===== config.mk =====
export PLATFORM = sky130hd
export DESIGN_NAME = duart_chan_cmd_ctrl_flat
export DESIGN_NICKNAME = d
export VERILOG_FILES = /design/src/rtl/duart_chan_cmd_ctrl_if.sv /design/src/rtl/duart_chan_cmd_ctrl.sv /design/src/flat_wrapper.sv
export SDC_FILE = /design/constraint.sdc
export NUM_CORES = 1
export LEC_CHECK = 0
export ABC_AREA = 1
export BUFFER_PORTS_ARGS = -buffer_cell sky130_fd_sc_hd__buf_2
export CAP_MARGIN = 20
export CORE_ASPECT_RATIO = 1.4
export CORE_UTILIZATION = 56
export DETAILED_ROUTE_END_ITERATION = 10
export PLACE_DENSITY = 0.82
export REMOVE_ABC_BUFFERS = 1
export SYNTH_ARGS = -nofsm -noshare
export SYNTH_HDL_FRONTEND = slang
export SYNTH_SLANG_ARGS = --single-unit

===== constraint.sdc =====
create_clock -name clk -period 1.8 [get_ports clk]
set_input_delay 0 -clock clk [delete_from_list [all_inputs] [get_ports clk]]
set_output_delay 0 -clock clk [all_outputs]
set_load 0.05 [all_outputs]

===== src/rtl/duart_chan_cmd_ctrl_if.sv =====
// -----------------------------------------------------------------------------
// duart_chan_cmd_ctrl_if
// CPU-side command bus for one DUART channel's command sequencer.
//   data    8  CPU write data; [6:4]=misc cmd, [3]=TxDis, [2]=TxEn, [1]=RxDis, [0]=RxEn
//   cra_cs  1  command register select
//   r_w     1  1=read, 0=write; a command is accepted when cra_cs & !r_w
//   mr_wr   1  one-cycle pulse: CPU wrote MRxA, advances the MR pointer
// master = bus decode side (drives), slave = command sequencer (receives).
// -----------------------------------------------------------------------------
interface duart_chan_cmd_ctrl_if;
    logic [7:0] data;
    logic       cra_cs;
    logic       r_w;
    logic       mr_wr;

    modport master (output data, cra_cs, r_w, mr_wr);
    modport slave  (input  data, cra_cs, r_w, mr_wr);
endinterface


===== src/rtl/duart_chan_cmd_ctrl.sv =====
// -----------------------------------------------------------------------------
// duart_chan_cmd_ctrl
// Command sequencer for one DUART channel. Decodes CRA writes into timed,
// active-low reset pulses, Tx/Rx enables, the MR1/MR2 pointer and break
// control. Multi-cycle commands are serialised with a one-deep pending slot.
//
// Optional feature: define DUART_BREAK_CTRL_EN to build the break states
// (BRK_WAIT/BRK_ON) and drive BreakOut. Without it, misc cmds 110/111 are
// treated as "no command" and BreakOut is tied low.
//
// Ports
//   clk          system clock, rising edge
//   reset_n      asynchronous active-low reset
//   bus          CPU command bus (slave modport): data, cra_cs, r_w, mr_wr
//   TxEMT        transmitter shift and holding registers empty
//   TxEN, RxEN   transmitter / receiver enables
//   RxReset_n    receiver reset pulse, active low
//   TxReset_n    transmitter reset pulse, active low
//   ErrReset_n   error-status reset pulse, active low
//   mr_ptr       0 = MR1 selected, 1 = MR2
//   BreakOut     force TxD low
//   brk_chg_clr  one-cycle pulse: clear break-change interrupt
//   busy         sequencer not resting (IDLE/BRK_ON) or pending slot full
//   cmd_ovf      one-cycle pulse: command dropped (pending slot full)
// -----------------------------------------------------------------------------
module duart_chan_cmd_ctrl #(
    parameter int RST_PULSE_CYCLES = 4
) (
    input  logic                        clk,
    input  logic                        reset_n,
    duart_chan_cmd_ctrl_if.slave        bus,
    input  logic                        TxEMT,
    output logic                        TxEN,
    output logic                        RxEN,
    output logic                        RxReset_n,
    output logic                        TxReset_n,
    output logic                        ErrReset_n,
    output logic                        mr_ptr,
    output logic                        BreakOut,
    output logic                        brk_chg_clr,
    output logic                        busy,
    output logic                        cmd_ovf
);

    localparam int                CNT_W    = $clog2(RST_PULSE_CYCLES) + 1;
    localparam logic [CNT_W-1:0]  CNT_LOAD = CNT_W'(RST_PULSE_CYCLES - 1);

    localparam logic [2:0] CMD_MR1    = 3'b001;
    localparam logic [2:0] CMD_RXRST  = 3'b010;
    localparam logic [2:0] CMD_TXRST  = 3'b011;
    localparam logic [2:0] CMD_ERRRST = 3'b100;
    localparam logic [2:0] CMD_BCLR   = 3'b101;
`ifdef DUART_BREAK_CTRL_EN
    localparam logic [2:0] CMD_BSTART = 3'b110;
    localparam logic [2:0] CMD_BSTOP  = 3'b111;
`endif

    typedef enum logic [2:0] {
        S_IDLE,
        S_RX_RST,
        S_TX_RST,
        S_ERR_RST
`ifdef DUART_BREAK_CTRL_EN
        ,
        S_BRK_WAIT,
        S_BRK_ON
`endif
    } state_t;

    state_t            state;
    logic [CNT_W-1:0]  cnt;
    logic              pend_full;
    logic [2:0]        pend_cmd;
`ifdef DUART_BREAK_CTRL_EN
    logic              err_ret_brk;   // ERR_RST returns to BRK_ON instead of IDLE
`endif

    logic       acc;
    logic [2:0] misc;
    logic       is_fsm_cmd;
    logic       tx_en_nx;
    logic       rx_en_nx;
    logic       resting;
    logic       launch_vld;
    logic [2:0] launch_cmd;
    logic       store;
    logic       drop;
    logic       wait_stop;
    logic       unused_bits;

    // Bit 7 of the command byte carries no function; TxEMT is only consulted
    // by the break states.
    assign unused_bits = ^{bus.data[7], TxEMT};

`ifdef DUART_BREAK_CTRL_EN
    assign resting = (state == S_IDLE) || (state == S_BRK_ON);
`else
    assign resting = (state == S_IDLE);
    assign BreakOut = 1'b0;
`endif

    assign busy = ~resting | pend_full;

    // Write decode: enables (disable wins), and which cmds need the sequencer.
    always_comb begin
        acc        = bus.cra_cs & ~bus.r_w;
        misc       = bus.data[6:4];
        is_fsm_cmd = 1'b0;
        tx_en_nx   = TxEN;
        rx_en_nx   = RxEN;
        if (acc) begin
            case (misc)
                CMD_RXRST, CMD_TXRST, CMD_ERRRST: is_fsm_cmd = 1'b1;
`ifdef DUART_BREAK_CTRL_EN
                CMD_BSTART, CMD_BSTOP:            is_fsm_cmd = 1'b1;
`endif
                default:                          is_fsm_cmd = 1'b0;
            endcase
            if (bus.data[3])      tx_en_nx = 1'b0;
            else if (bus.data[2]) tx_en_nx = 1'b1;
            if (bus.data[1])      rx_en_nx = 1'b0;
            else if (bus.data[0]) rx_en_nx = 1'b1;
        end
    end

    // Dispatch: a resting sequencer drains the pending slot first (the new
    // command then takes the freed slot); a working sequencer parks the new
    // command or drops it. BrkStop aborts BRK_WAIT directly since that wait
    // may never end.
    always_comb begin
        launch_vld = 1'b0;
        launch_cmd = misc;
        store      = 1'b0;
        drop       = 1'b0;
        wait_stop  = 1'b0;
        if (resting) begin
            if (pend_full) begin
                launch_vld = 1'b1;
                launch_cmd = pend_cmd;
                store      = is_fsm_cmd;
            end else if (is_fsm_cmd) begin
                launch_vld = 1'b1;
            end
        end else if (is_fsm_cmd) begin
`ifdef DUART_BREAK_CTRL_EN
            if (state == S_BRK_WAIT && misc == CMD_BSTOP) wait_stop = 1'b1;
            else
`endif
            if (pend_full) drop  = 1'b1;
            else           store = 1'b1;
        end
    end

    always_ff @(posedge clk or negedge reset_n) begin
        if (!reset_n) begin
            state       <= S_IDLE;
            cnt         <= '0;
            pend_full   <= 1'b0;
            pend_cmd    <= 3'b000;
            TxEN        <= 1'b0;
            RxEN        <= 1'b0;
            RxReset_n   <= 1'b1;
            TxReset_n   <= 1'b1;
            ErrReset_n  <= 1'b1;
            mr_ptr      <= 1'b0;
            brk_chg_clr <= 1'b0;
            cmd_ovf     <= 1'b0;
`ifdef DUART_BREAK_CTRL_EN
            BreakOut    <= 1'b0;
            err_ret_brk <= 1'b0;
`endif
        end else begin
            TxEN        <= tx_en_nx;
            RxEN        <= rx_en_nx;
            brk_chg_clr <= acc && (misc == CMD_BCLR);
            cmd_ovf     <= drop;

            // cmd 001 beats a simultaneous MR write
            if (acc && misc == CMD_MR1) mr_ptr <= 1'b0;
            else if (bus.mr_wr)         mr_ptr <= 1'b1;

            if (store) begin
                pend_full <= 1'b1;
                pend_cmd  <= misc;
            end else if (launch_vld && pend_full) begin
                pend_full <= 1'b0;
            end

            // Progress of the command in flight
            case (state)
                S_RX_RST, S_TX_RST, S_ERR_RST: begin
                    if (cnt == '0) begin
                        RxReset_n  <= 1'b1;
                        TxReset_n  <= 1'b1;
                        ErrReset_n <= 1'b1;
`ifdef DUART_BREAK_CTRL_EN
                        state <= (state == S_ERR_RST && err_ret_brk) ? S_BRK_ON : S_IDLE;
`else
                        state <= S_IDLE;
`endif
                    end else begin
                        cnt <= cnt - CNT_W'(1);
                    end
                end
`ifdef DUART_BREAK_CTRL_EN
                S_BRK_WAIT: begin
                    if (wait_stop) begin
                        state <= S_IDLE;
                    end else if (TxEMT) begin
                        BreakOut <= 1'b1;
                        state    <= S_BRK_ON;
                    end
                end
`endif
                default: ;
            endcase

            // Start of a new command (only ever from a resting state); later
            // assignments override the plain enable update above.
            if (launch_vld) begin
                case (launch_cmd)
                    CMD_RXRST: begin
                        state     <= S_RX_RST;
                        cnt       <= CNT_LOAD;
                        RxReset_n <= 1'b0;
                        RxEN      <= 1'b0;
                    end
                    CMD_TXRST: begin
                        state     <= S_TX_RST;
                        cnt       <= CNT_LOAD;
                        TxReset_n <= 1'b0;
                        TxEN      <= 1'b0;
`ifdef DUART_BREAK_CTRL_EN
                        BreakOut  <= 1'b0;
`endif
                    end
                    CMD_ERRRST: begin
                        state      <= S_ERR_RST;
                        cnt        <= CNT_LOAD;
                        ErrReset_n <= 1'b0;
`ifdef DUART_BREAK_CTRL_EN
                        err_ret_brk <= (state == S_BRK_ON);
`endif
                    end
`ifdef DUART_BREAK_CTRL_EN
                    CMD_BSTART: begin
                        if (state != S_BRK_ON && tx_en_nx) state <= S_BRK_WAIT;
                    end
                    CMD_BSTOP: begin
                        if (state == S_BRK_ON) begin
                            BreakOut <= 1'b0;
                            state    <= S_IDLE;
                        end
                    end
`endif
                    default: ;
                endcase
            end
        end
    end

endmodule


===== src/flat_wrapper.sv =====
// flat-port wrapper written by rule: the top's interface ports become plain ports
module duart_chan_cmd_ctrl_flat 
#(
    parameter int RST_PULSE_CYCLES = 4
)
  (clk, reset_n, TxEMT, TxEN, RxEN, RxReset_n, TxReset_n, ErrReset_n, mr_ptr, BreakOut, brk_chg_clr, busy, cmd_ovf, bus_data, bus_cra_cs, bus_r_w, bus_mr_wr);
  duart_chan_cmd_ctrl_if bus_i ();
  input  logic clk;
  input  logic reset_n;
  input  logic TxEMT;
  output logic TxEN;
  output logic RxEN;
  output logic RxReset_n;
  output logic TxReset_n;
  output logic ErrReset_n;
  output logic mr_ptr;
  output logic BreakOut;
  output logic brk_chg_clr;
  output logic busy;
  output logic cmd_ovf;
  input wire logic [$bits(bus_i.data)-1:0] bus_data;
  input wire logic [$bits(bus_i.cra_cs)-1:0] bus_cra_cs;
  input wire logic [$bits(bus_i.r_w)-1:0] bus_r_w;
  input wire logic [$bits(bus_i.mr_wr)-1:0] bus_mr_wr;
  assign bus_i.data = bus_data;
  assign bus_i.cra_cs = bus_cra_cs;
  assign bus_i.r_w = bus_r_w;
  assign bus_i.mr_wr = bus_mr_wr;
  duart_chan_cmd_ctrl #(.RST_PULSE_CYCLES(RST_PULSE_CYCLES)) u_core (.clk(clk), .reset_n(reset_n), .bus(bus_i), .TxEMT(TxEMT), .TxEN(TxEN), .RxEN(RxEN), .RxReset_n(RxReset_n), .TxReset_n(TxReset_n), .ErrReset_n(ErrReset_n), .mr_ptr(mr_ptr), .BreakOut(BreakOut), .brk_chg_clr(brk_chg_clr), .busy(busy), .cmd_ovf(cmd_ovf));
endmodule

==> flow_metrics.env <==
export IMPL_setup_violations=0
export IMPL_cts_tree="done"
export IMPL_viasPerCell=5.18
export IMPL_grt_use_total_pct=21.8
export IMPL_grt_ovfl_total=0
export IMPL_finish_utilization_pct=71.0
export IMPL_ys_ff_latch=18
export IMPL_root_buffer="clkbuf_4"
export IMPL_cp_start_kind="flip-flop"
export IMPL_r2r_start="u_core.cnt[0]"
export IMPL_drt_initial_drc_count=15
export IMPL_power_density_mw_per_mm2=1510
export IMPL_period_needed_ps=1380
export IMPL_cts_setup_buffers=0
export IMPL_slew_violations=0
export IMPL_grt_max_degree=19
export IMPL_yosysTopAreaCellShare_pct=33.7
export IMPL_min_path_type="input port to flip-flop"
export IMPL_synth_cell_types=28
export IMPL_hpwl_um=1660
export IMPL_die_w_um=39.7
export IMPL_synth_top_family_by_area="simple AND/OR/NAND/NOR gates"
export IMPL_fill_cells=144
export IMPL_rows=18
export IMPL_synth_most_common_cell="nand2_1"
export IMPL_multi_input_area_um2=571
export IMPL_path_class="flip-flop to flip-flop"
export IMPL_fmax_mhz=725
export IMPL_yosys_warnings=0
export IMPL_synth_edff_count=0
export IMPL_layout_drive_gt1_share_pct=38.0
export IMPL_clockBufferDepth=2
export IMPL_critical_path_arrival_ps=1620
export IMPL_syn_area_mm2=0.00111
export IMPL_areaGrowthSynthToFinish_pct=16.2
export IMPL_h_tree_depth=1
export IMPL_path_max_fanout=5
export IMPL_dr_pass1_iters=4
export IMPL_numCtsBuffers=3
export IMPL_vias=948
export IMPL_postRouteAntennaNets=0
export IMPL_outcome="completed"
export IMPL_drc_errors=0
export IMPL_max_vdd_ir_drop_v=0.000869
export IMPL_core_mm2=0.00182
export IMPL_yosys_area_top_type="dfrtp_1"
export IMPL_synth_area_leaders="dfrtp_1 34%, nand2_1 11%, dfstp_2 7.1%"
export IMPL_grt_pass1_wl_um=3190
export IMPL_synth_compound_area_share_pct=8.87
export IMPL_final_period_utilization_pct=76.7
export IMPL_avgSynthCellArea_um2=8.08
export IMPL_rsz0062_at_grt="false"
export IMPL_clk_latency_ps=290
export IMPL_routed_wirelength_um=2140
export IMPL_hold_violations=0
export IMPL_netlist_instances=138
export IMPL_synthAdderAreaFrac_pct=2.24
export IMPL_synth_common_cells="32 x nand2_1, 15 x dfrtp_1, 13 x inv_1"
export IMPL_crit_path_start="u_core.cnt[0]"
export IMPL_ys_seq_area_share_pct=40.7
export IMPL_r2r_cells=9
export IMPL_gp_congestion=0.856
export IMPL_timing_rr_end="u_core.cnt[1]"
export IMPL_port_buffers=20
export IMPL_die_area_mm2=0.00218
export IMPL_path_clk_slew_ps=100
export IMPL_setup_worst_path_end="u_core.cnt[1]"
export IMPL_worstSetupEndpointType="flip-flop"
export IMPL_clock_sinks=18
export IMPL_antenna_found_initial=0
export IMPL_p_leak_nw=0.678
export IMPL_cp_data_required_time_ps=2040
export IMPL_synth_mux_area_share_pct=0
export IMPL_totalNegativeSetupSlack_ps=0
export IMPL_synthXorXnorAreaFrac_pct=0.786
export IMPL_pin_count=24
export IMPL_grt_pass1_vias=789
export IMPL_drv_cap=0
export IMPL_finClkSkew_ps=2.38
export IMPL_wire_per_inst_um=11.7
export IMPL_regArea_um2=454
export IMPL_layout_nets=180
export IMPL_postSynth_asyncResetShare_pct=100
export IMPL_antenna_cells=0
export IMPL_yosys_area_share_simple_pct=38.9
export IMPL_synth_ff_type="dfrtp_1"
export IMPL_start_util_pct=61.1
export IMPL_fp_dieH_um=54.8
export IMPL_r2r_slack_ps=420
export IMPL_min_delay_path_depth=4
logic make-up after synthesis:
family          Yosys count
compound gates           15
xor+xnor                  1
fa+ha+maj                 2
buf+inv                  23
flops                    18
other cells               1
simple gates             78
sequential cells by signal (all words and copies together) (netlist names):
signal              flops
u_core.ErrReset_n       1
u_core.RxEN             1
u_core.RxReset_n        1
u_core.TxEN             1
u_core.TxReset_n        1
u_core.brk_chg_clr      1
u_core.cmd_ovf          1
u_core.cnt              3
u_core.mr_ptr           1
u_core.pend_cmd         3
u_core.pend_full        1
u_core.state            3
metal layers:
metal / GRT usage (%) / share of wire [%]
met5: 0 / 0
met4: 10.9 / 2.3
met3: 3.66 / 2.9
met2: 36.9 / 52
met1: 25.9 / 43
timing repair:
item / 4_1_cts / 5_1_grt
gates resized for setup: 0 / 0
setup endpoints to repair: 0 / 0
endpoints found under the hold margin: 20 / 0
hold buffers: 3 / 0
critical path: stages (launching register included):
cell and delay, ps:
dfrtp_1 390, inv_1 100, ha_1 150, nand2_1 50, inv_1 170, nor2_4 70
nand2_1 50, o21ai_1 60, or2_1 210, nand2_1 60
cells in the final DEF, fill, tap and decap left out, types with 5 or more instances in the layout:
| master | count |
|---|---|
| nand2_2 | 8 |
| nand3_1 | 8 |
| dfrtp_1 | 15 |
| nor2_1 | 8 |
| buf_2 | 20 |
| nand2_1 | 32 |
| inv_2 | 8 |
| inv_1 | 13 |
| nand3_2 | 5 |
power breakdown:
part | switching, W | internal (W)
combinational | 0.000734 | 0.000345
sequential | 0.0000796 | 0.000551
clock | 0.000123 | 0.000123
total | 0.000936 | 0.00102
worst min path at each step:
stage | from | to | slack, ps
floorplan | reset_n | u_core.RxEN | -300
global placement | reset_n | u_core.cnt[0] | -50
detailed placement | reset_n | u_core.cmd_ovf | -50
CTS | bus_data[3] | u_core.TxEN | 7
global route | bus_data[6] | u_core.brk_chg_clr | 10
finish | bus_data[3] | u_core.TxEN | 3
per-stage QoR:
stage | std cells | hold slack (ps) | instance area, um2 | power [W] | setup slack, ps
after CTS | 183 | 6.74 | 1290 | 0.00197 | 414
after global placement | 176 | -53.3 | 1230 | 0.00168 | 486
final | 183 | 2.96 | 1290 | 0.00196 | 420
after global routing | 183 | 10.7 | 1290 | 0.00211 | 283
after floorplan | 136 | -296 | 1100 | 0.00152 | 299
after detailed placement | 176 | -47.7 | 1230 | 0.00171 | 443
layout make-up:
cell class / instances / area share [%]
Clock buffer: 4 / 2.80
Inverter: 21 / 6.09
Timing Repair Buffer: 23 / 10.0
Multi-Input combinational cell: 97 / 44.1
Sequential cell: 18 / 35.1
Tap cell: 20 / 1.93
(Power assumes the default switching activity.)
